### config.mk
export PLATFORM = sky130hd
export DESIGN_NAME = uart_tx_flat
export DESIGN_NICKNAME = d
export VERILOG_FILES = /design/src/rtl/uart_pkg.sv /design/src/rtl/uart_tx_if.sv /design/src/rtl/uart_baud_cnt.sv /design/src/rtl/uart_tx.sv /design/src/flat_wrapper.sv
export SDC_FILE = /design/constraint.sdc
export NUM_CORES = 1
export LEC_CHECK = 0
export ABC_CLOCK_PERIOD_IN_PS = 5000
export BUFFER_PORTS_ARGS = -buffer_cell sky130_fd_sc_hd__buf_2
export CORE_ASPECT_RATIO = 1.2
export CORE_UTILIZATION = 30
export DETAILED_ROUTE_END_ITERATION = 10
export PLACE_DENSITY = 0.5
export RECOVER_POWER = 50
export REMOVE_ABC_BUFFERS = 1
export SKIP_CTS_REPAIR_TIMING = 1
export SLEW_MARGIN = 20
export SYNTH_ARGS = -nofsm -noshare
export SYNTH_HDL_FRONTEND = slang
export SYNTH_SLANG_ARGS = --single-unit
### constraint.sdc
create_clock -name clk -period 5 [get_ports clk]
set_input_delay 1 -clock clk [delete_from_list [all_inputs] [get_ports clk]]
set_output_delay 1 -clock clk [all_outputs]
set_load 0.02 [all_outputs]
### src/rtl/uart_pkg.sv
// Shared UART types and constants for the transmit and receive paths.
// UART_TX_ODD_PARITY_EN selects odd parity in place of the default even parity.
package uart_pkg;

    localparam int UART_DATA_W     = 8;
    localparam int UART_FRAME_BITS = 11;

    typedef enum logic [2:0] {
        TX_IDLE,
        TX_START,
        TX_DATA,
        TX_PARITY,
        TX_STOP
    } UART_TX_STATE_e;

    function automatic logic tx_parity(input logic [UART_DATA_W-1:0] data);
`ifdef UART_TX_ODD_PARITY_EN
        return ~^data;
`else
        return ^data;
`endif
    endfunction

endpackage

### src/rtl/uart_tx_if.sv
// Host-side byte interface of the UART transmitter.
interface uart_tx_if;
    import uart_pkg::*;

    // tx_start is a level request: it is taken on an edge where the
    // transmitter is idle, or where tx_done is high (back-to-back frames).
    // tx_data is only looked at on that edge; at any other time tx_start is ignored.
    logic                   tx_start;
    logic [UART_DATA_W-1:0] tx_data;
    logic                   tx_busy;
    logic                   tx_done;

    modport master (
        output tx_start,
        output tx_data,
        input  tx_busy,
        input  tx_done
    );

    modport slave (
        input  tx_start,
        input  tx_data,
        output tx_busy,
        output tx_done
    );

endinterface

### src/rtl/uart_baud_cnt.sv
// Bit-period counter: runs 0..BIT_CYCLES-1 while enabled, flags the last cycle.
module uart_baud_cnt #(
    parameter int BIT_CYCLES = 434
) (
    input  logic clk,
    input  logic rst,
    input  logic enable,
    input  logic clear,
    output logic bit_end
);

    localparam int CW = (BIT_CYCLES > 1) ? $clog2(BIT_CYCLES) : 1;
    localparam logic [CW-1:0] LAST = CW'(BIT_CYCLES - 1);

    logic [CW-1:0] count;

    always_ff @(posedge clk or negedge rst) begin
        if (!rst) begin
            count <= '0;
        end else if (clear || !enable || count == LAST) begin
            count <= '0;
        end else begin
            count <= count + CW'(1);
        end
    end

    assign bit_end = enable && (count == LAST);

endmodule

### src/rtl/uart_tx.sv
// UART transmitter: start, 8 data bits LSB first, parity, stop.
// Defining UART_TX_ODD_PARITY_EN switches the parity bit to odd parity.
module uart_tx
    import uart_pkg::*;
#(
    parameter int BIT_CYCLES = 434,
    parameter int DATA_W     = UART_DATA_W
) (
    input  logic           clk,
    input  logic           rst,
    uart_tx_if.slave       host,
    output logic           tx,
    output UART_TX_STATE_e state
);

    localparam int IW = $clog2(DATA_W);
    localparam logic [IW-1:0] LAST_IDX = IW'(DATA_W - 1);

    UART_TX_STATE_e    state_q, state_d;
    logic [DATA_W-1:0] shift_q, shift_d;
    logic              parity_q, parity_d;
    logic [IW-1:0]     idx_q, idx_d;
    logic              tx_q, tx_d;
    logic              bit_end;
    logic              accept;

    uart_baud_cnt #(
        .BIT_CYCLES(BIT_CYCLES)
    ) u_baud (
        .clk    (clk),
        .rst    (rst),
        .enable (state_q != TX_IDLE),
        .clear  (accept),
        .bit_end(bit_end)
    );

    // Accepting in the final STOP cycle lets frames run back to back.
    assign accept = host.tx_start &&
                    ((state_q == TX_IDLE) || (state_q == TX_STOP && bit_end));

    always_ff @(posedge clk or negedge rst) begin
        if (!rst) begin
            state_q  <= TX_IDLE;
            shift_q  <= '0;
            parity_q <= 1'b0;
            idx_q    <= '0;
            tx_q     <= 1'b1;
        end else begin
            state_q  <= state_d;
            shift_q  <= shift_d;
            parity_q <= parity_d;
            idx_q    <= idx_d;
            tx_q     <= tx_d;
        end
    end

    always_comb begin
        state_d = state_q;
        case (state_q)
            TX_IDLE:   if (accept) state_d = TX_START;
            TX_START:  if (bit_end) state_d = TX_DATA;
            TX_DATA:   if (bit_end && idx_q == LAST_IDX) state_d = TX_PARITY;
            TX_PARITY: if (bit_end) state_d = TX_STOP;
            TX_STOP:   if (bit_end) state_d = accept ? TX_START : TX_IDLE;
            default:   state_d = TX_IDLE;
        endcase
    end

    always_comb begin
        shift_d  = shift_q;
        parity_d = parity_q;
        idx_d    = idx_q;
        tx_d     = tx_q;
        if (accept) begin
            shift_d  = host.tx_data;
            parity_d = tx_parity(host.tx_data);
            idx_d    = '0;
            tx_d     = 1'b0;
        end else if (bit_end) begin
            case (state_q)
                TX_START: begin
                    tx_d  = shift_q[0];
                    idx_d = '0;
                end
                TX_DATA: begin
                    if (idx_q == LAST_IDX) begin
                        tx_d = parity_q;
                    end else begin
                        shift_d = shift_q >> 1;
                        tx_d    = shift_q[1];
                        idx_d   = idx_q + IW'(1);
                    end
                end
                default: tx_d = 1'b1;
            endcase
        end
    end

    assign host.tx_busy = (state_q != TX_IDLE);
    assign host.tx_done = (state_q == TX_STOP) && bit_end;
    assign tx           = tx_q;
    assign state        = state_q;

endmodule

### src/flat_wrapper.sv
// flat-port wrapper written by rule: the top's interface ports become plain ports
module uart_tx_flat import uart_pkg::*;
#(
    parameter int BIT_CYCLES = 434,
    parameter int DATA_W     = UART_DATA_W
)
  (clk, rst, tx, state, host_tx_start, host_tx_data, host_tx_busy, host_tx_done);
  uart_tx_if host_i ();
  input  logic clk;
  input  logic rst;
  output logic tx;
  output UART_TX_STATE_e state;
  input wire logic [$bits(host_i.tx_start)-1:0] host_tx_start;
  input wire logic [$bits(host_i.tx_data)-1:0] host_tx_data;
  output wire logic [$bits(host_i.tx_busy)-1:0] host_tx_busy;
  output wire logic [$bits(host_i.tx_done)-1:0] host_tx_done;
  assign host_i.tx_start = host_tx_start;
  assign host_i.tx_data = host_tx_data;
  assign host_tx_busy = host_i.tx_busy;
  assign host_tx_done = host_i.tx_done;
  uart_tx #(.BIT_CYCLES(BIT_CYCLES), .DATA_W(DATA_W)) u_core (.clk(clk), .rst(rst), .host(host_i), .tx(tx), .state(state));
endmodule
; ---- Word-level counts from Yosys, hierarchy flattened
; Cells that the tools add are included.
[op_classes]
n_addsub = 2
n_reduce_logical = 17
mux = 20
eq_ne = 13
[ops]
columns = cell, count
row1 = 8-bit two-way mux, 4
row2 = 3-bit two-way mux, 8
row3 = 3-bit case mux with 5 select lines, 1
row4 = "2-bit by 1-bit inequality test with 1-bit output, second input constant", 6
row5 = "9-bit by 1-bit adder with 9-bit output, second input constant", 1
row6 = "9-bit equality test, second input constant", 1
row7 = 9-bit two-way mux, 1
row8 = 8-bit XOR reduction, 1
row9 = "3-bit by 2-bit equality test with 1-bit output, second input constant", 2
row10 = "3-bit equality test, second input constant", 2
row11 = 3-bit case mux with 2 select lines, 1
row12 = 3-bit AND reduction, 2
row13 = 3-bit nonzero test, 2
row14 = 5-bit AND reduction, 1
row15 = 1-bit logical AND, 4
row16 = 1-bit two-way mux, 4
row17 = 2-bit nonzero test, 2
row18 = "3-bit by 1-bit adder with 3-bit output, second input constant", 1
row19 = "3-bit by 1-bit equality test with 1-bit output, second input constant", 1
row20 = 3-bit zero test, 1
row21 = 1-bit logical OR, 3
row22 = "3-bit by 2-bit inequality test with 1-bit output, second input constant", 1
row23 = 1-bit case mux with 2 select lines, 1
row24 = 1-bit zero test, 1
[totals]
register_bits = 25
output_inout_bits = 6
elab_cells = 58

; ---- Longest topological paths before layout
[logic_depth]
depth_word = 8
ltp_mapped = 8
ltp_nobuf = 6

; ---- Cells and area by module
; Synthesis repeated with hierarchy kept, for this count alone.
[hier_totals]
cells_unflattened = 140
hier_area_um2 = 1418.9
[by_module_without_submodules]
columns = mod, n_inst, area_per_inst_um2, cells_per_inst
row1 = uart_tx, 1, 919.6, 90
row2 = uart_baud_cnt, 1, 499.2, 50

; ---- Worst setup path after synthesis
; No wires, ideal clock.
[synth_timing]
path_type = reg-to-output
startpoint = register u_core.state_q[0] (netlist: u_core.state[0])
endpoint = output port host_tx_done
stages_incl_launch_ff = 6
path_buffers = 2
arrival_ns = 1.494
setup_slack_ns = 2.506
path_cell_list = dfrtp_1 -> clkbuf_1 -> nor2_1 -> clkbuf_1 -> nand2_1 -> nor2_1
[synth_via]
elab_chain_cells = 3
elab_cells_between_ends = 4
classes_between = 1 x eq/ne / 3 x reduce/logical
[synth_rtl]
columns = item, line
row1 = from (decl), uart_tx.sv:19  ; UART_TX_STATE_e state_q, state_d;
row2 = from (signal assigned), uart_tx.sv:49  ; state_q <= state_d;
row3 = 3-bit nonzero test, uart_tx.sv:32  ; .enable (state_q != TX_IDLE),
row4 = 1-bit logical AND, uart_baud_cnt.sv:27  ; assign bit_end = enable && (count == LAST);
row5 = 1-bit logical AND *, uart_tx.sv:100  ; assign host.tx_done = (state_q == TX_STOP) && bit_end;
row6 = to (decl), flat_wrapper.sv:16  ; output wire logic [$bits(host_i.tx_done)-1:0] host_tx_done;
; Mark *: on every way between the ends. The rest lies on a longest branch, timed or not.

; ---- Final worst setup path
; Ends and elaborated chain as after synthesis.

==> reports/qor.csv <==
metric,value,unit
Gate power share,6.2,%
Cells after Synth,135,
worst-skew pair later-pin latency,0.27,ns
via density per instance,5.099,
Reg-to-Reg End,u_core.parity_q$_DFFE_PN0N_,
run status,"finished, final reports clean",
die width,63.66,µm
Max Transition Viols Final,0,
Required @ worst endpoint,4.00,ns
"FFs w/ async S/R, synth",100.0,%
Starting Density,31.64,%
Worst R2R Setup Slack,2.86,ns
gr usage total,13.25,%
Final period util,56.10,%
Hold WC Path Type,reg -> reg,
Worst Tran Pin Value,1.373,ns
setup_tns,0,ns
sequential-to-total area share from yosys stat,45.80,%
"commonest cells after routing, fill and taps aside","dfrtp_1 (24), nor2_1 (16), buf_2 (15)",
Int Pwr,266.9,µW
critical path peak fanout,13,
Layout area overhead,10.60,%
GRT overflow,0,
antenna-violating nets left,0,
RSZ-0062 raised after global routing,no,
PwrDens,224.5,mW/mm²
port bufs,16,
layout cells sized above 1,16.33,%
Hold Path Origin,u_core.u_baud.count[0]$_DFF_PN0_,
highest clock rate,356.5,MHz
total of max-cap violations,0,
IO Pins,17,
post-DP HPWL,2187,µm
Sink Count,25,
Yosys reg bits,25,
die span in y,76.00,µm
antenna cells,0,
Final #Nets,163,
Setup Skew,0.008255,ns
FF-to-FF Start,u_core.u_baud.count[1]$_DFF_PN0_,
Hold Path Sink,u_core.u_baud.count[0]$_DFF_PN0_,
Post-synth top flop,dfrtp_1,
Synth cell types,38,
CTS tree,yes,
core area,0.004327,mm²
Worst slew margin,8.494,%
Worst-path clk slew,0.08,ns
Synth Cell Area,0.001369,mm²
"commonest non-fill, non-tap cell in the layout",dfrtp_1,
Num CTS Buffers,3,
fill count,463,
die area,0.004838,mm²
peak supply drop,0.07352,mV
drt pass-1 iters,4,
Ys Warns,0,
first-pass GRT wire length,5037,µm
R2R cell count,6,
largest net degree at the start of global routing,26,
Flop pwr share,59.4,%
initial antenna violation count,0,
H-Tree Depth,1,
drt first-iter violations,34,
GPL Wtd Cong,0.8478,
number of global-route vias before repair,1091,
Row Count,26,
routed wire length,2934,µm
DR WL/cell,14.45,µm
via count,1035,
minimum clock period,2.805,ns
Fin. Hold Viols,0,
CP endpoint kind,primary output,
Critical Path AT,1.81,ns
Leakage Power,0.0006502,µW
Cells on Worst Hold Path,1,
CTS Buffer Depth,2,
final setup violation count,0,
CP startpoint kind,register,
sw power,72.94,µW
root buffer cell,clkbuf_8,
critical path class,reg -> out,
Sw Ratio,21.47,%
Syn Area/Cell,10.14,µm²
clock share of power,34.4,%
Post-synth EDFFs,0,
DRC errors left,0,
total power,339.8,µW
## worst max-delay path, stage by stage, from the launching register on
cell and delay, ns:
dfrtp_1 0.48, nor2_1 0.63, nand2_1 0.11, nor2_1 0.13, buf_2 0.18
## Yosys cell counts, types with 4 or more instances
master / instances / share of area, %
dfrtp_1: 24 / 44
ha_1: 4 / 3.7
clkbuf_1: 4 / 1.1
nand4_1: 9 / 4.1
mux2i_1: 6 / 4.4
nor2_1: 16 / 4.4
nand2_1: 7 / 1.9
xnor2_1: 12 / 7.7
o21ai_0: 4 / 1.5
o21ai_1: 4 / 1.5
nand3_1: 6 / 2.2
## metal layers
| metal | GRT usage [%] | wire, µm |
|---|---|---|
| met1 | 16.27 | 1341 |
| met2 | 22.66 | 1472 |
| met3 | 2.096 | 86 |
| met4 | 5.455 | 34 |
| met5 | 0 | 0 |
## worst max path at each step
stage	from	end	cells after the start
finish	u_core.state[0]$_DFFE_PN0P_	host_tx_done	4
global route	u_core.state[0]$_DFFE_PN0P_	host_tx_done	4
CTS	u_core.state[0]$_DFFE_PN0P_	host_tx_done	4
detailed placement	u_core.state[0]$_DFFE_PN0P_	host_tx_done	4
global placement	u_core.state[0]$_DFFE_PN0P_	host_tx_done	4
floorplan	u_core.state[0]$_DFFE_PN0P_	host_tx_done	3
## cells by family (layout without fill, tap and decap cells)
group	Yosys count	after routing	share of synthesized area, %
AO/OA/AOI/OAI	21	21	10.33
XOR/XNOR	15	15	9.598
buffers and inverters	11	23	4.296
multiplexers	7	7	5.484
adder cells (fa/ha/maj)	4	4	3.656
flip-flops	25	25	45.80
AND/OR/NAND/NOR	52	52	20.84
## layout make-up
type / count / area, µm² / area share, %
Clock buffer: 3 / 41.29 / 2.727
Inverter: 3 / 11.26 / 0.7438
Clock inverter: 1 / 5.005 / 0.3306
Multi-Input combinational cell: 99 / 680.7 / 44.96
Sequential cell: 25 / 626.9 / 41.41
Timing Repair Buffer: 16 / 78.83 / 5.207
Tap cell: 56 / 70.07 / 4.628
## registers in the layout, summed over array words and instances, names as in the netlist
signal	flops
u_core.state	3
u_core.u_baud.count	9
u_core.parity_q	1
u_core.idx_q	3
u_core.tx	1
u_core.shift_q	8
## metrics by stage
| stage | hold WS, ns | worst slack (ns) | instance area, µm² | util [%] | std cells |
|---|---|---|---|---|---|
| 3_5_place_dp | 0.5106 | 2.533 | 1471 | 34.01 | 199 |
| 3_3_place_gp | 0.4937 | 2.541 | 1471 | 34.01 | 199 |
| 6_report | 0.5164 | 2.195 | 1514 | 34.99 | 203 |
| 5_1_grt | 0.5441 | 2.059 | 1514 | 34.99 | 203 |
| 2_1_floorplan | 0.4740 | 2.601 | 1321 | - | 127 |
| 4_1_cts | 0.5225 | 2.219 | 1518 | 35.08 | 203 |
## power groups by stage
stage | logic [µW] | clock network, µW | registers, µW
after floorplan | 9.73 | 0 | 206
after detailed placement | 21.8 | 0 | 206
after CTS | 22.0 | 124 | 202
final | 20.9 | 117 | 202
after global routing | 23.7 | 134 | 202
after global placement | 21.1 | 0 | 206
No activity file was read; power rests on OpenSTA's default activity.
